**config.mk**
```make
export PLATFORM = sky130hd
export DESIGN_NAME = line_buffer_scheduler
export DESIGN_NICKNAME = d
export VERILOG_FILES = /design/src/rtl/line_buffer_scheduler.sv
export SDC_FILE = /design/constraint.sdc
export NUM_CORES = 1
export LEC_CHECK = 0
export ABC_AREA = 1
export CAP_MARGIN = 40
export CORE_MARGIN = 2
export CORE_UTILIZATION = 40
export CTS_CLUSTER_DIAMETER = 50
export CTS_CLUSTER_SIZE = 40
export DETAILED_ROUTE_END_ITERATION = 10
export GPL_ROUTABILITY_DRIVEN = 0
export MAX_ROUTING_LAYER = met4
export PLACE_DENSITY_LB_ADDON = 0.05
export SETUP_SLACK_MARGIN = 0.3
export SLEW_MARGIN = 0
export SYNTH_ARGS = -nofsm -noshare
export SYNTH_HDL_FRONTEND = slang
export SYNTH_SLANG_ARGS = --single-unit
```
**constraint.sdc**
```tcl
create_clock -name clock -period 1.6 [get_ports clock]
set_clock_uncertainty 0.15 [all_clocks]
set_input_delay 0.16 -clock clock [delete_from_list [all_inputs] [get_ports clock]]
set_output_delay 0.16 -clock clock [all_outputs]
set_load 0.02 [all_outputs]
```
**src/rtl/line_buffer_scheduler.sv**
```systemverilog
// Purpose: sequences accepted pixels into the line-buffer cascade and tracks window/line/frame position.
// Latency: lb_enable is combinational from pixel_valid; all status outputs follow one cycle after the accepting edge.
// Backpressure: none upstream; pixels outside a frame, or offered in the DONE cycle, are dropped (lb_enable low).
module line_buffer_scheduler #(
  parameter int IMG_WIDTH  = 317,
  parameter int IMG_HEIGHT = 240,
  parameter int KERNEL     = 3,
  parameter int COL_W      = 9,
  parameter int ROW_W      = 8
) (
  input  logic             clock,
  input  logic             reset_n,
  input  logic             pixel_valid,
  input  logic             frame_start,
  output logic             lb_enable,
  output logic             window_valid,
  output logic [COL_W-1:0] col_count,
  output logic [ROW_W-1:0] row_count,
  output logic             line_end,
  output logic             frame_done,
  output logic             busy,
  output logic             sync_err
);

  localparam logic [COL_W-1:0] LAST_COL = COL_W'(IMG_WIDTH - 1);
  localparam logic [ROW_W-1:0] LAST_ROW = ROW_W'(IMG_HEIGHT - 1);
  localparam logic [COL_W-1:0] WIN_COL  = COL_W'(KERNEL - 1);
  localparam logic [ROW_W-1:0] WIN_ROW  = ROW_W'(KERNEL - 1);
  localparam logic [ROW_W-1:0] FILL_END = ROW_W'(KERNEL - 2);

  typedef enum logic [1:0] {IDLE, FILL, ACTIVE, DONE} state_t;

  state_t           state, state_nxt;
  logic [COL_W-1:0] nx, nx_nxt, acc_c;
  logic [ROW_W-1:0] ny, ny_nxt, acc_r;
  logic             in_frame;
  logic             restart;
  logic             last_col;
  logic             last_pix;

  // State register; reset drops straight back to IDLE without waiting for an edge.
  always_ff @(posedge clock or negedge reset_n) begin
    if (!reset_n) begin
      state <= IDLE;
    end else begin
      state <= state_nxt;
    end
  end

  // Accept decision, position of the accepted pixel, next position and next state.
  always_comb begin
    state_nxt = state;
    in_frame  = (state == FILL) || (state == ACTIVE);
    lb_enable = reset_n & pixel_valid & (((state == IDLE) & frame_start) | in_frame);
    restart   = lb_enable & frame_start & in_frame;
    // A frame_start pixel always lands at (0,0), whether it opens a frame or restarts one.
    acc_c     = frame_start ? '0 : nx;
    acc_r     = frame_start ? '0 : ny;
    last_col  = (acc_c == LAST_COL);
    last_pix  = last_col & (acc_r == LAST_ROW);
    nx_nxt    = nx;
    ny_nxt    = ny;
    if (lb_enable) begin
      if (last_col) begin
        nx_nxt = '0;
        ny_nxt = acc_r + 1'b1;
      end else begin
        nx_nxt = acc_c + 1'b1;
        ny_nxt = acc_r;
      end
      // State follows purely from where the accepted pixel sits in the frame.
      if (last_pix) begin
        state_nxt = DONE;
      end else if ((acc_r >= WIN_ROW) || ((acc_r == FILL_END) && last_col)) begin
        state_nxt = ACTIVE;
      end else begin
        state_nxt = FILL;
      end
    end else if (state == DONE) begin
      state_nxt = IDLE;
    end
  end

  // Next-position counters; they only move on accepted pixels so gaps hold them.
  always_ff @(posedge clock or negedge reset_n) begin
    if (!reset_n) begin
      nx <= '0;
      ny <= '0;
    end else begin
      nx <= nx_nxt;
      ny <= ny_nxt;
    end
  end

  // Status outputs, aligned with the line-buffer taps updated on the same accepting edge.
  always_ff @(posedge clock or negedge reset_n) begin
    if (!reset_n) begin
      col_count    <= '0;
      row_count    <= '0;
      window_valid <= 1'b0;
      line_end     <= 1'b0;
      frame_done   <= 1'b0;
      busy         <= 1'b0;
      sync_err     <= 1'b0;
    end else begin
      busy <= (state_nxt == FILL) || (state_nxt == ACTIVE);
      if (lb_enable) begin
        col_count    <= acc_c;
        row_count    <= acc_r;
        window_valid <= (acc_r >= WIN_ROW) && (acc_c >= WIN_COL);
        line_end     <= last_col;
        frame_done   <= last_pix;
        sync_err     <= restart;
      end else begin
        window_valid <= 1'b0;
        line_end     <= 1'b0;
        frame_done   <= 1'b0;
        sync_err     <= 1'b0;
      end
    end
  end

endmodule

```
# After elaboration in Yosys (flattened, before gate mapping)

Index checks and enable logic that the tools add are counted.

Add/subtract/negate cells: 2
$mul: 0
Divide/modulo/power cells: 0
Magnitude comparators: 2
Eq/ne operators: 8
Shift-type cells: 0
Mux-type cells: 12
Bitwise operators: 7
Reduce and logical (&&, ||, !) cells: 6

Operator list:

| operator                                                              | number |
|---|---|
| 9-bit two-way mux                                                     | 2 |
| 8-bit two-way mux                                                     | 2 |
| 9-bit by 1-bit adder with 9-bit output, second input constant         | 1 |
| 9-bit equality test, second input constant                            | 1 |
| 9-bit by 2-bit >= comparator with 1-bit output, second input constant | 1 |
| 8-bit by 1-bit adder with 8-bit output, second input constant         | 1 |
| 8-bit by 1-bit equality test with 1-bit output, second input constant | 1 |
| 8-bit equality test, second input constant                            | 1 |
| 8-bit by 2-bit >= comparator with 1-bit output, second input constant | 1 |
| 2-bit two-way mux                                                     | 4 |
| 1-bit AND                                                             | 6 |
| 2-bit equality test, second input constant                            | 3 |
| 2-bit by 1-bit equality test with 1-bit output, second input constant | 2 |
| 1-bit two-way mux                                                     | 4 |
| 1-bit logical OR                                                      | 3 |
| 1-bit logical AND                                                     | 2 |
| 2-bit logical NOT                                                     | 1 |
| 1-bit bitwise OR                                                      | 1 |

Register bits after elaboration: 41
Latch bits: 0
RAM bits: 0
Memory bits (read-only): 0
Bits of input ports: 4
Output and inout port bits: 23
Word-level logic and storage cells: 47
Memories: 0

# Logic depth before layout (Yosys ltp)

Gate-level depths: netlist (run 1).

Word-level depth: 9
Mapped depth: 13
Depth with buffers taken out: 13

# Worst setup path before layout (run 1)

OpenSTA, ideal clock, no wires.

Path kind: register to register
From: reg nx[0]
To: reg ny[6]
Setup time: 0.117 ns
Arrival: 1.434 ns
Required time: 1.333 ns
Path slack: -0.101 ns
Cell stages (with the launch flop): 14
Path buffers: 0
Clock period less this slack: 1.701 ns
Cell sequence: dfrtp_1 inv_1 nor2_1 inv_1 ha_1 nand2_1 inv_1 nand2_1 nor2_1 nand3_4 nor2_4 nand2_2 nand3_2 nand2_1

Cells in the longest elaborated chain, start to end: 3

Ends and longest elaborated chain:

| what                   | line | text |
|---|---|---|
| start, declared        | 34   | `logic [COL_W-1:0] nx, nx_nxt, acc_c;` |
| start signal, assigned | 90   | `nx <= nx_nxt;` |
| 9-bit two-way mux      | 57   | `acc_c = frame_start ? '0 : nx;` |
| via acc_c[0]           | 34   |  |
| 9-bit equality test    | 59   | `last_col = (acc_c == LAST_COL);` |
| 8-bit two-way mux      | 64   | `if (last_col) begin` |
| end signal, assigned   | 91   | `ny <= ny_nxt;` |
| end, declared          | 35   | `logic [ROW_W-1:0] ny, ny_nxt, acc_r;` |

The timed path passes the listed nets, and every way through them passes these cells.
A chain may end at the register's enable or synchronous reset.

# Worst setup path in the final report (run 1)

From: reg state[1]
To: reg nx[6]

Cells in the longest elaborated chain, start to end: 4
Elaborated cells on any way between the ends: 7
Those cells by class: eq/ne: 2; bitwise: 3; reduce/logical: 2

Ends and longest elaborated chain:

| what                                            | line   | text |
|---|---|---|
| start, declared                                 | 33     | `state_t state, state_nxt;` |
| start signal, assigned                          | 46     | `state <= state_nxt;` |
| 2-bit logical NOT, or another cell as far along | 54     | `lb_enable = reset_n & pixel_valid & (((state == IDLE) & frame_start) \| in_frame);` |
| 1-bit AND or 1-bit logical OR (tied branches)   | 54, 53 |  |
| 1-bit bitwise OR *                              | 54     |  |
| 1-bit AND *                                     | 54     |  |

Every way passes the cells marked *; elsewhere a longest branch is shown, timed or not.

==> tab_implementation.tex, run 1 <==
\begin{tabular}{lr}
\hline
Metric & Value \\
\hline
\multicolumn{2}{l}{\textbf{Status}} \\
\quad Run status & finished, violations left \\
\quad Violations in the final reports & negative setup slack \\
\multicolumn{2}{l}{\textbf{Power}} \\
\quad Static Leakage & 1.729 nW \\
\quad Share of total power in the clock network & 19.7\% \\
\quad Max IR drop VDD & 0.7677 mV \\
\quad Power spent charging and discharging nets & 1.395 mW \\
\quad Combinational group share of total power & 46.5\% \\
\quad Net switching fraction of the power & 36.02\% \\
\quad Register share of total power & 33.9\% \\
\quad Power Dens Cells & 1092 nW/um2 \\
\quad Internal power & 2.478 mW \\
\multicolumn{2}{l}{\textbf{Routing}} \\
\quad Wl on met1 & 2.866 mm \\
\quad First-pass detailed-route iteration total & 4 \\
\quad Number of remaining DRC errors & 0 \\
\quad Routed wire length on met3 & 139 um \\
\quad Max Used Layer & met4 \\
\quad Wire length after detailed routing & 6.426 mm \\
\quad Antenna Violating Nets Remaining & 0 \\
\quad Vias post-DR & 2048 \\
\quad Avg WL per Cell & 15.34 um \\
\quad Total met2 wirelength after detailed routing & 3.352 mm \\
\quad Number of DRC markers after the initial detailed-route iteration & 107 \\
\quad Average vias per placed instance & 4.888 \\
\multicolumn{2}{l}{\textbf{Synthesis}} \\
\quad Synth Cell Area & 2191 um2 \\
\quad Average cell area after synthesis & 8.799 um2 \\
\quad Seq cells post-synth & 41 \\
\quad Register area share after synthesis & 46.83\% \\
\quad Number of distinct standard cells referenced by the synthesized netlist & 28 \\
\quad Cells after Synth & 249 \\
\quad Syn\_nets & 262 \\
\quad Number of synthesis warnings & 0 \\
\multicolumn{2}{l}{\textbf{Worst setup path}} \\
\quad Kind of critical path & flip-flop to flip-flop \\
\quad End of the worst register-to-register path & nx[6] \\
\quad Data arrival time of the critical path & 1.82 ns \\
\quad Critical Path Fanout Max & 6 \\
\quad Critical R2R Launch & state[1] \\
\quad Kind of end point of the critical path & flip-flop \\
\quad Worst r2r path cells & 10 \\
\quad Required time of the critical path & 1.67 ns \\
\quad Critical Path Start Type & flip-flop \\
\quad Flop-to-flop setup slack & -0.15 ns \\
\multicolumn{2}{l}{\textbf{Place}} \\
\quad Detailed placement HPWL & 3.746 mm \\
\quad Count of buffers from port buffering & 26 \\
\quad Placement-stage cell area & 2897 um2 \\
\multicolumn{2}{l}{\textbf{Floorplanning}} \\
\quad Die width & 78.01 um \\
\quad Starting density of the core & 42.09\% \\
\quad Core area & 5205 um2 \\
\quad Overall die height & 78.01 um \\
\quad Number of standard-cell rows in the floorplan & 26 \\
\quad Total die area & 6085 um2 \\
\quad I/O pin count & 27 \\
\multicolumn{2}{l}{\textbf{Global route}} \\
\quad Vias in the first global route & 1879 \\
\quad Tot GR Track Use & 18.68\% \\
\quad Largest net degree at the start of global routing & 42 \\
\quad First-pass GRT wire length & 8.707 mm \\
\quad Initial antenna violation count & 0 \\
\quad Congestion Overflow GR & 0 \\
\multicolumn{2}{l}{\textbf{CTS}} \\
\quad Clock tree from TritonCTS & done \\
\quad Clk Latency, worst-skew pair & 0.29 ns \\
\quad Clock transition time at the flip-flop clock pins of the worst setup and hold paths & 0.09 ns \\
\quad Number of buffers created by CTS & 5 \\
\quad Sink count of the clock tree & 41 \\
\quad Deepest clock path buffer count & 2 \\
\quad CTS Root Buffer Type & clkbuf\_8 \\
\quad CTS H-Tree Depth & 2 \\
\multicolumn{2}{l}{\textbf{STA}} \\
\quad Period minus WS final & 1.751 ns \\
\quad Setup repair after global routing missed its margin & true \\
\quad Final setup violation count & 41 \\
\quad Max Clk Rate & 0.5712 GHz \\
\quad Final number of hold-violating endpoints & 0 \\
\quad Slew @ Worst Pin & 0.5392 ns \\
\quad Max Slew Vio Count & 0 \\
\quad Portion of the clock cycle consumed by the worst path in the final layout & 109.4\% \\
\quad Max transition margin & 64.06\% \\
\quad PnR worst setup slack & -0.1506 ns \\
\multicolumn{2}{l}{\textbf{Finish}} \\
\quad Nets & 361 \\
\quad Fin util & 68.10\% \\
\quad Final non-filler cell area & 3545 um2 \\
\quad Area added between synthesis and finish & 61.79\% \\
\quad Layout cell share with drive strength beyond 1 & 57.02\% \\
\quad Ant diodes & 0 \\
\multicolumn{2}{l}{\textbf{Hold path}} \\
\quad Worst min-delay path class & input pin to flip-flop \\
\quad Hold path startpoint & frame\_start \\
\quad Cell depth of the worst min-delay path & 4 \\
\quad Terminating pin of the worst hold path & nx[0] \\
\multicolumn{2}{l}{\textbf{Run}} \\
\quad Max cap viols & 0 \\
\hline
\end{tabular}
==> worst max-delay path by stage <==
stage / start / end / cells after the start
after floorplan: nx[0] / ny[2] / 12
after global placement: frame_start / ny[7] / 14
after detailed placement: frame_start / ny[2] / 13
after CTS: state[1] / busy / 10
after global routing: nx[0] / nx[6] / 12
final: state[1] / nx[6] / 10
==> power groups by stage <==
stage / Clock, mW / Combinational (mW) / Sequential, mW
after floorplan: 0 / 0.585 / 1.37
after global placement: 0 / 1.11 / 1.29
after detailed placement: 0 / 1.12 / 1.29
after CTS: 0.773 / 1.24 / 1.28
after global routing: 0.801 / 1.94 / 1.33
final: 0.762 / 1.80 / 1.31
==> final cells by class <==
class                   instances  area (um2)
fillers                       432        1660
multi-input cells             177        1326
flip-flops and latches         41        1026
repair buffers                 99       905.9
inverters                      24       97.59
clock buffers                   7       96.34
well taps                      70       87.58
clock inverters                 1       5.005
==> synth_stat cells, drive strengths merged <==
master  number  area share (%)
o22ai        2            0.57
nand3       15             4.7
inv         24             4.1
nand2       80              17
a21boi       1            0.34
nor3         2            0.91
o21bai       1            0.34
xor2         8             3.2
o21ai       25             5.9
nor2        24             5.8
clkbuf       4            0.69
buf          3             1.7
nand4        7             2.0
xnor2        1            0.40
or2          1            0.29
o21a         1            0.34
ha           9             5.1
dfrtp       41              47
==> routing by layer <==
metal | vias to the layer above | GRT usage, %
li1 | 996 | -
met4 | 0 | 5.263
met1 | 1013 | 23.78
met3 | 9 | 3.488
met2 | 30 | 30.60
met5 | - | -
==> worst max-delay path: stages, from the launching register on <==
cell	delay, ns
dfrtp_1	0.37
inv_2	0.06
ha_4	0.26
inv_2	0.03
nand2_2	0.07
nand2_4	0.08
buf_12	0.15
buf_6	0.11
nor2_4	0.17
inv_4	0.09
o21ai_1	0.14
==> kinds of logic after synthesis <==
family                     synth area share (%)
and+or+nand+nor                           30.50
DFF                                       46.83
buffers and inverters                     6.453
AOI/OAI and AO/OA                         7.482
xor gates and xnor gates                  3.598
adders and majority gates                 5.140
==> cells in the final DEF (no fill, tap or decap), types with 2 or more instances in the layout <==
master / instances
nand3_2: 8
ha_1: 5
ha_4: 3
inv_2: 8
buf_8: 4
inv_1: 14
buf_6: 7
o21ai_1: 11
nor3_2: 2
buf_4: 54
o21ai_2: 14
xor2_1: 8
clkbuf_2: 16
nand4_1: 7
nand3_1: 6
clkbuf_16: 4
nor2_4: 7
nand2_2: 27
nor2_1: 10
nand2_4: 16
nand2_1: 36
nor2_2: 7
clkdlybuf4s15_1: 6
clkbuf_8: 7
buf_12: 3
dfrtp_1: 41
==> what timing repair did <==
item / in CTS / in global routing
hold buffers: 1 / 0
endpoints found under the hold margin: 41 / 0
resized for setup: 65 / 98
setup buffers: 8 / 11
cloned: 0 / 7
pin swaps: 12 / 19
endpoints found under the setup margin: 64 / 57
==> metrics by stage <==
stage | instances | power (mW) | worst slack (ns) | hold slack, ns | setup TNS, ns
finish | 419 | 3.872 | -0.1506 | 0.2960 | -3.283
global route | 419 | 4.066 | -0.2614 | 0.3410 | -6.759
CTS | 401 | 3.290 | -0.1685 | 0.3004 | -3.551
detailed placement | 384 | 2.408 | -0.5301 | 0.2053 | -13.68
global placement | 384 | 2.407 | -0.4986 | 0.2111 | -13.10
floorplan | 249 | 1.953 | -0.02711 | -0.2856 | -0.07978
==> state kept, by name (all words and copies together) (netlist names) <==
name,count
col_count,9
nx,9
ny,8
row_count,8
state,2
busy,1
frame_done,1
line_end,1
sync_err,1
window_valid,1
(Power assumes the default switching activity.)
==> run 2: changes to the inputs <==
Settings changed: GPL_TIMING_DRIVEN set to 0, MAX_ROUTING_LAYER met4 to not set.
==> tab_implementation.tex, run 2 (synthesized netlist as in run 1, its figures left out) <==
\begin{tabular}{lr}
\hline
Metric & Value \\
\hline
\multicolumn{2}{l}{\textbf{Status}} \\
\quad Run status & finished, violations left (unchanged) \\
\quad Violations in the final reports & negative hold slack, negative setup slack (was negative setup slack) \\
\multicolumn{2}{l}{\textbf{CTS}} \\
\quad CTS H-Tree Depth & 2 (unchanged) \\
\quad Clk Latency, worst-skew pair & 0.30 ns (was 0.29 ns) \\
\quad Clock tree from TritonCTS & done (unchanged) \\
\quad Number of buffers created by CTS & 5 (unchanged) \\
\quad Clock transition time at the flip-flop clock pins of the worst setup and hold paths & 0.08 ns (was 0.09 ns) \\
\quad Sink count of the clock tree & 41 (unchanged) \\
\quad CTS Root Buffer Type & clkbuf\_8 (unchanged) \\
\quad Deepest clock path buffer count & 2 (unchanged) \\
\multicolumn{2}{l}{\textbf{Floorplanning}} \\
\quad Starting density of the core & 42.09\% (unchanged) \\
\quad Number of standard-cell rows in the floorplan & 26 (unchanged) \\
\quad Core area & 5205 um2 (unchanged) \\
\quad Die width & 78.01 um (unchanged) \\
\quad Overall die height & 78.01 um (unchanged) \\
\quad Total die area & 6085 um2 (unchanged) \\
\quad I/O pin count & 27 (unchanged) \\
\multicolumn{2}{l}{\textbf{STA}} \\
\quad Setup repair after global routing missed its margin & true (unchanged) \\
\quad Slew @ Worst Pin & 0.5238 ns (was 0.5392 ns) \\
\quad Final setup violation count & 38 (was 41) \\
\quad Portion of the clock cycle consumed by the worst path in the final layout & 110.9\% (was 109.4\%) \\
\quad Max Clk Rate & 0.5634 GHz (was 0.5712 GHz) \\
\quad PnR worst setup slack & -0.1750 ns (was -0.1506 ns) \\
\quad Period minus WS final & 1.775 ns (was 1.751 ns) \\
\quad Max transition margin & 65.08\% (was 64.06\%) \\
\quad Minimum hold slack & -0.3221 ns (was 0.2960 ns) \\
\quad Max Slew Vio Count & 0 (unchanged) \\
\quad Final number of hold-violating endpoints & 19 (was 0) \\
\multicolumn{2}{l}{\textbf{Worst setup path}} \\
\quad Flop-to-flop setup slack & -0.17 ns (was -0.15 ns) \\
\quad End of the worst register-to-register path & ny[7] (was nx[6]) \\
\quad Critical Path Fanout Max & 3 (was 6) \\
\quad Kind of end point of the critical path & flip-flop (unchanged) \\
\quad Required time of the critical path & 1.64 ns (was 1.67 ns) \\
\quad Data arrival time of the critical path & 1.81 ns (was 1.82 ns) \\
\quad Critical R2R Launch & nx[0] (was state[1]) \\
\quad Kind of critical path & flip-flop to flip-flop (unchanged) \\
\quad Critical Path Start Type & flip-flop (unchanged) \\
\quad Worst r2r path cells & 13 (was 10) \\
\multicolumn{2}{l}{\textbf{Power}} \\
\quad Static Leakage & 1.611 nW (was 1.729 nW) \\
\quad Power spent charging and discharging nets & 1.385 mW (was 1.395 mW) \\
\quad Max IR drop VDD & 0.7478 mV (was 0.7677 mV) \\
\quad Power after layout & 3.796 mW (was 3.872 mW) \\
\quad Internal power & 2.411 mW (was 2.478 mW) \\
\quad Combinational group share of total power & 49.4\% (was 46.5\%) \\
\quad Register share of total power & 33.8\% (was 33.9\%) \\
\quad Net switching fraction of the power & 36.49\% (was 36.02\%) \\
\quad Share of total power in the clock network & 16.8\% (was 19.7\%) \\
\quad Power Dens Cells & 1133 nW/um2 (was 1092 nW/um2) \\
\multicolumn{2}{l}{\textbf{Finish}} \\
\quad Sequential cell area & 1026 um2 (unchanged) \\
\quad Largest registers & col\_count: 9 flops, nx: 9 flops (unchanged) \\
\quad Fin util & 64.35\% (was 68.10\%) \\
\quad Nets & 336 (was 361) \\
\quad Total area of multi-input combinational cells & 1324 um2 (was 1326 um2) \\
\quad Area added between synthesis and finish & 52.88\% (was 61.79\%) \\
\quad Commonest non-fill, non-tap cell in the layout & nand2\_1 (was buf\_4) \\
\quad Number of fill cells in the layout & 437 (was 432) \\
\quad Most frequent cells in the layout & 44 x nand2\_1, 41 x dfrtp\_1, 25 x buf\_4 (was 54 x buf\_4, 41 x dfrtp\_1, 36 x nand2\_1) \\
\quad Ant diodes & 0 (unchanged) \\
\quad Layout cell share with drive strength beyond 1 & 52.48\% (was 57.02\%) \\
\multicolumn{2}{l}{\textbf{Global route}} \\
\quad Largest net degree at the start of global routing & 23 (was 42) \\
\quad Tot GR Track Use & 19.75\% (was 18.68\%) \\
\quad Initial antenna violation count & 0 (unchanged) \\
\quad Congestion Overflow GR & 0 (unchanged) \\
\quad Vias in the first global route & 1928 (was 1879) \\
\quad First-pass GRT wire length & 9.190 mm (was 8.707 mm) \\
\multicolumn{2}{l}{\textbf{Run}} \\
\quad Max cap viols & 0 (unchanged) \\
\multicolumn{2}{l}{\textbf{Place}} \\
\quad Count of buffers from port buffering & 26 (unchanged) \\
\quad Detailed placement HPWL & 3.546 mm (was 3.746 mm) \\
\multicolumn{2}{l}{\textbf{Routing}} \\
\quad Avg WL per Cell & 14.57 um (was 15.34 um) \\
\quad First-pass detailed-route iteration total & 4 (unchanged) \\
\quad Wire length after detailed routing & 5.713 mm (was 6.426 mm) \\
\quad Vias post-DR & 1907 (was 2048) \\
\quad Number of remaining DRC errors & 0 (unchanged) \\
\quad Antenna Violating Nets Remaining & 0 (unchanged) \\
\quad Number of DRC markers after the initial detailed-route iteration & 85 (was 107) \\
\quad Average vias per placed instance & 4.865 (was 4.888) \\
\multicolumn{2}{l}{\textbf{Hold path}} \\
\quad Worst min-delay path class & input pin to async pin (was input pin to flip-flop) \\
\hline
\end{tabular}
[run 2: worst max path at each step]
stage                     depth (start not counted)         from   endpoint
after floorplan                                  12        nx[0]      ny[2]
after global placement                            6      reset_n  lb_enable
after detailed placement                         14  frame_start      ny[7]
after CTS                                        12        nx[0]      ny[7]
after global routing                             12        nx[0]      ny[7]
final                                            13        nx[0]      ny[7]
[run 2: power groups by stage]
stage                     Combinational, mW  Sequential (mW)  Clock (mW)
final                                  1.87             1.28       0.638
after global routing                   2.02             1.30       0.694
after CTS                              1.55             1.28       0.659
after detailed placement               1.00             1.29           0
after global placement                0.988             1.29           0
after floorplan                       0.585             1.37           0
[run 2: cell type report]
type,instances,area share [%]
Tap cell,70,2.615
Inverter,24,3.213
Timing Repair Buffer,67,17.44
Clock inverter,1,0.1494
Clock buffer,5,2.055
Buffer,7,4.371
Multi-Input combinational cell,177,39.52
Sequential cell,41,30.63
[run 2: repair_timing]
item,4_1_cts,5_1_grt
cloned,5,0
resized for setup,98,68
endpoints found under the hold margin,19,19
pin swaps,20,27
endpoints found under the setup margin,64,64
buffers inserted,19,16
[run 2: worst max-delay path, stage by stage, from the launching register on]
cell     delay, ns
dfrtp_1       0.39
inv_2         0.08
nor2_4        0.05
inv_2         0.08
ha_4          0.12
nand2_2       0.05
inv_2         0.08
nand2_2       0.07
nor2_4        0.14
nand2_2       0.08
nor2_4        0.14
nand4_1       0.10
nand2_1       0.08
nand2_1       0.05
[run 2: layer usage]
| layer | track usage (%) | share of wire (%) |
|---|---|---|
| met1 | 24.35 | 44 |
| met2 | 33.88 | 52 |
| met3 | 5.000 | 3.0 |
| met4 | 6.140 | 0.88 |
| met5 | 0 | 0 |
[run 2: metrics by stage]
| step | std cells | cell area (um2) | hold WS (ns) | setup slack [ns] | TNS (ns) |
|---|---|---|---|---|---|
| after floorplan | 249 | 2293 | -0.2856 | -0.02711 | -0.07978 |
| after global placement | 345 | 2641 | 0.3194 | -1.869 | -102.02 |
| after detailed placement | 346 | 2664 | 0.01507 | -0.9869 | -26.09 |
| after CTS | 376 | 3122 | -0.3061 | -0.1583 | -2.016 |
| after global routing | 392 | 3349 | -0.2934 | -0.3123 | -6.251 |
| final | 392 | 3349 | -0.3221 | -0.1750 | -2.951 |
==> run 3: changes to the inputs <==
Settings changed: CTS_BUF_LIST set to sky130_fd_sc_hd__clkbuf_16, RECOVER_POWER set to 50.
Clock period 1.6 ns to 1.75 ns, I/O delays scaled along.
==> tab_implementation.tex, run 3 (synthesized netlist as in run 1, its figures left out) <==
\begin{tabular}{lr}
\hline
Metric & Value \\
\hline
\multicolumn{2}{l}{\textbf{Status}} \\
\quad Run status & finished, violations left (unchanged) \\
\quad Violations in the final reports & negative setup slack (was negative hold slack, negative setup slack) \\
\multicolumn{2}{l}{\textbf{Worst setup path}} \\
\quad Worst r2r path cells & 12 (was 13) \\
\quad Kind of end point of the critical path & flip-flop (unchanged) \\
\quad Kind of critical path & flip-flop to flip-flop (unchanged) \\
\quad Critical Path Fanout Max & 4 (was 3) \\
\quad Critical R2R Launch & nx[0] (unchanged) \\
\quad Required time of the critical path & 1.82 ns (was 1.64 ns) \\
\quad Data arrival time of the critical path & 1.87 ns (was 1.81 ns) \\
\quad End of the worst register-to-register path & ny[7] (unchanged) \\
\quad Startpoint of the most critical setup path & nx[0] (unchanged) \\
\quad Crit path to & ny[7] (unchanged) \\
\quad Critical Path Start Type & flip-flop (unchanged) \\
\quad Flop-to-flop setup slack & -0.05 ns (was -0.17 ns) \\
\multicolumn{2}{l}{\textbf{CTS}} \\
\quad CTS Root Buffer Type & clkbuf\_16 (was clkbuf\_8) \\
\quad Clk Latency, worst-skew pair & 0.29 ns (was 0.30 ns) \\
\quad Number of buffers created by CTS & 5 (unchanged) \\
\quad CTS H-Tree Depth & 2 (unchanged) \\
\quad Clock tree from TritonCTS & done (unchanged) \\
\quad Deepest clock path buffer count & 2 (unchanged) \\
\quad Clock transition time at the flip-flop clock pins of the worst setup and hold paths & 0.06 ns (was 0.08 ns) \\
\quad Sink count of the clock tree & 41 (unchanged) \\
\multicolumn{2}{l}{\textbf{STA}} \\
\quad PnR worst setup slack & -0.05467 ns (was -0.1750 ns) \\
\quad Minimum hold slack & 0.2349 ns (was -0.3221 ns) \\
\quad Period minus WS final & 1.805 ns (was 1.775 ns) \\
\quad Slew @ Worst Pin & 0.6904 ns (was 0.5238 ns) \\
\quad Portion of the clock cycle consumed by the worst path in the final layout & 103.1\% (was 110.9\%) \\
\quad Max transition margin & 53.82\% (was 65.08\%) \\
\quad Final number of hold-violating endpoints & 0 (was 19) \\
\quad Setup repair after global routing missed its margin & true (unchanged) \\
\quad Final setup violation count & 4 (was 38) \\
\quad Max Slew Vio Count & 0 (unchanged) \\
\quad Max Clk Rate & 0.5541 GHz (was 0.5634 GHz) \\
\multicolumn{2}{l}{\textbf{Routing}} \\
\quad First-pass detailed-route iteration total & 4 (unchanged) \\
\quad Number of remaining DRC errors & 0 (unchanged) \\
\quad Antenna Violating Nets Remaining & 0 (unchanged) \\
\quad Wire length after detailed routing & 6.184 mm (was 5.713 mm) \\
\quad Average vias per placed instance & 4.964 (was 4.865) \\
\quad Vias post-DR & 1941 (was 1907) \\
\quad Avg WL per Cell & 15.82 um (was 14.57 um) \\
\quad Number of DRC markers after the initial detailed-route iteration & 125 (was 85) \\
\multicolumn{2}{l}{\textbf{Floorplanning}} \\
\quad Number of standard-cell rows in the floorplan & 26 (unchanged) \\
\quad Starting density of the core & 42.09\% (unchanged) \\
\quad Die width & 78.01 um (unchanged) \\
\quad Total die area & 6085 um2 (unchanged) \\
\quad I/O pin count & 27 (unchanged) \\
\quad Core area & 5205 um2 (unchanged) \\
\quad Overall die height & 78.01 um (unchanged) \\
\multicolumn{2}{l}{\textbf{Power}} \\
\quad Power after layout & 3.707 mW (was 3.796 mW) \\
\quad Static Leakage & 1.719 nW (was 1.611 nW) \\
\quad Net switching fraction of the power & 35.35\% (was 36.49\%) \\
\quad Register share of total power & 32.0\% (was 33.8\%) \\
\quad Power spent charging and discharging nets & 1.310 mW (was 1.385 mW) \\
\quad Max IR drop VDD & 0.6758 mV (was 0.7478 mV) \\
\quad Internal power & 2.397 mW (was 2.411 mW) \\
\quad Combinational group share of total power & 44.3\% (was 49.4\%) \\
\quad Share of total power in the clock network & 23.7\% (was 16.8\%) \\
\quad Power Dens Cells & 1049 nW/um2 (was 1133 nW/um2) \\
\multicolumn{2}{l}{\textbf{Place}} \\
\quad Count of buffers from port buffering & 26 (unchanged) \\
\quad Detailed placement HPWL & 3.540 mm (was 3.546 mm) \\
\multicolumn{2}{l}{\textbf{Global route}} \\
\quad Initial antenna violation count & 0 (unchanged) \\
\quad Vias in the first global route & 1944 (was 1928) \\
\quad Largest net degree at the start of global routing & 27 (was 23) \\
\quad Tot GR Track Use & 21.13\% (was 19.75\%) \\
\quad Congestion Overflow GR & 0 (unchanged) \\
\quad First-pass GRT wire length & 9.770 mm (was 9.190 mm) \\
\multicolumn{2}{l}{\textbf{Finish}} \\
\quad Commonest non-fill, non-tap cell in the layout & dfrtp\_1 (was nand2\_1) \\
\quad Area added between synthesis and finish & 61.22\% (was 52.88\%) \\
\quad Layout cell share with drive strength beyond 1 & 49.22\% (was 52.48\%) \\
\quad Most frequent cells in the layout & 41 x dfrtp\_1, 35 x nand2\_1, 25 x nand2\_2 (was 44 x nand2\_1, 41 x dfrtp\_1, 25 x buf\_4) \\
\quad Ant diodes & 0 (unchanged) \\
\quad Nets & 334 (was 336) \\
\quad Largest registers & col\_count: 9 flops, nx: 9 flops (unchanged) \\
\multicolumn{2}{l}{\textbf{Run}} \\
\quad Max cap viols & 0 (unchanged) \\
\multicolumn{2}{l}{\textbf{Hold path}} \\
\quad Worst min-delay path class & input pin to flip-flop (was input pin to async pin) \\
\hline
\end{tabular}
[run 3: changes by cell type in the layout (fill, tap and decap cells not counted), moves of 5 or more]
cell / delta
buf_4: -7
clkbuf_16: +5
clkbuf_2: -17
clkbuf_8: -6
dlygate4sd2_1: +22
nand2_1: -9
nand2_4: +8
[run 3: cell type report]
cell class	count	area, um2
inverters	24	102.6
plain buffers	7	151.4
flip-flops and latches	41	1026
clock inverters	2	7.507
fillers	430	1673
well taps	70	87.58
clock buffers	5	125.1
multi-input cells	178	1410
repair buffers	64	621.8
[run 3: power by group through the flow]
stage / combinational, mW / clock (mW) / sequential (mW)
floorplan: 0.535 / 0 / 1.25
global placement: 0.904 / 0 / 1.18
detailed placement: 0.914 / 0 / 1.18
CTS: 1.31 / 0.887 / 1.17
global route: 1.77 / 0.923 / 1.20
finish: 1.64 / 0.878 / 1.19
[run 3: through the flow]
step	cells	utilization, %	setup slack (ns)	setup TNS [ns]	area, um2
3_3_place_gp	345	50.75	-1.766	-92.51	2641
6_report	391	67.86	-0.05467	-0.1202	3532
5_1_grt	391	67.86	-0.1621	-1.378	3532
4_1_cts	375	60.75	0.01810	0	3162
2_1_floorplan	249	-	0.1229	0	2293
3_5_place_dp	346	51.03	-0.8756	-20.91	2656
[run 3: worst min-delay path by stage]
stage / start / to / cells past startpoint
5_1_grt: frame_start / ny[1] / 4
2_1_floorplan: reset_n / busy / 0
3_3_place_gp: col_count[3] / col_count[3] / 2
3_5_place_dp: reset_n / col_count[6] / 1
6_report: frame_start / ny[0] / 4
4_1_cts: frame_start / ny[1] / 4
[run 3: per-layer routing]
layer | vias to the layer above | global-route usage, % | routed length [um]
li1 | 947 | - | -
met2 | 32 | 35.00 | 3312
met1 | 951 | 27.12 | 2602
met5 | - | 0 | 0
met4 | 0 | 9.298 | 99
met3 | 11 | 3.605 | 169
[run 3: critical path: stages, from the launching register on]
cell	delay, ns
dfrtp_1	0.38
inv_2	0.08
nor2_4	0.04
inv_2	0.08
ha_4	0.13
nand2_2	0.05
inv_2	0.07
nand3_2	0.10
nor2_4	0.21
nand3_4	0.11
nor2_2	0.12
nand3_1	0.11
nand2_1	0.09
[run 3: what timing repair did]
action | 4_1_cts | 5_1_grt
gates resized for setup | 79 | 68
hold endpoints to repair | 15 | 0
hold buffers | 2 | 0
buffers inserted | 16 | 14
pin swaps | 19 | 24
cloned | 4 | 2
endpoints found under the setup margin | 64 | 42
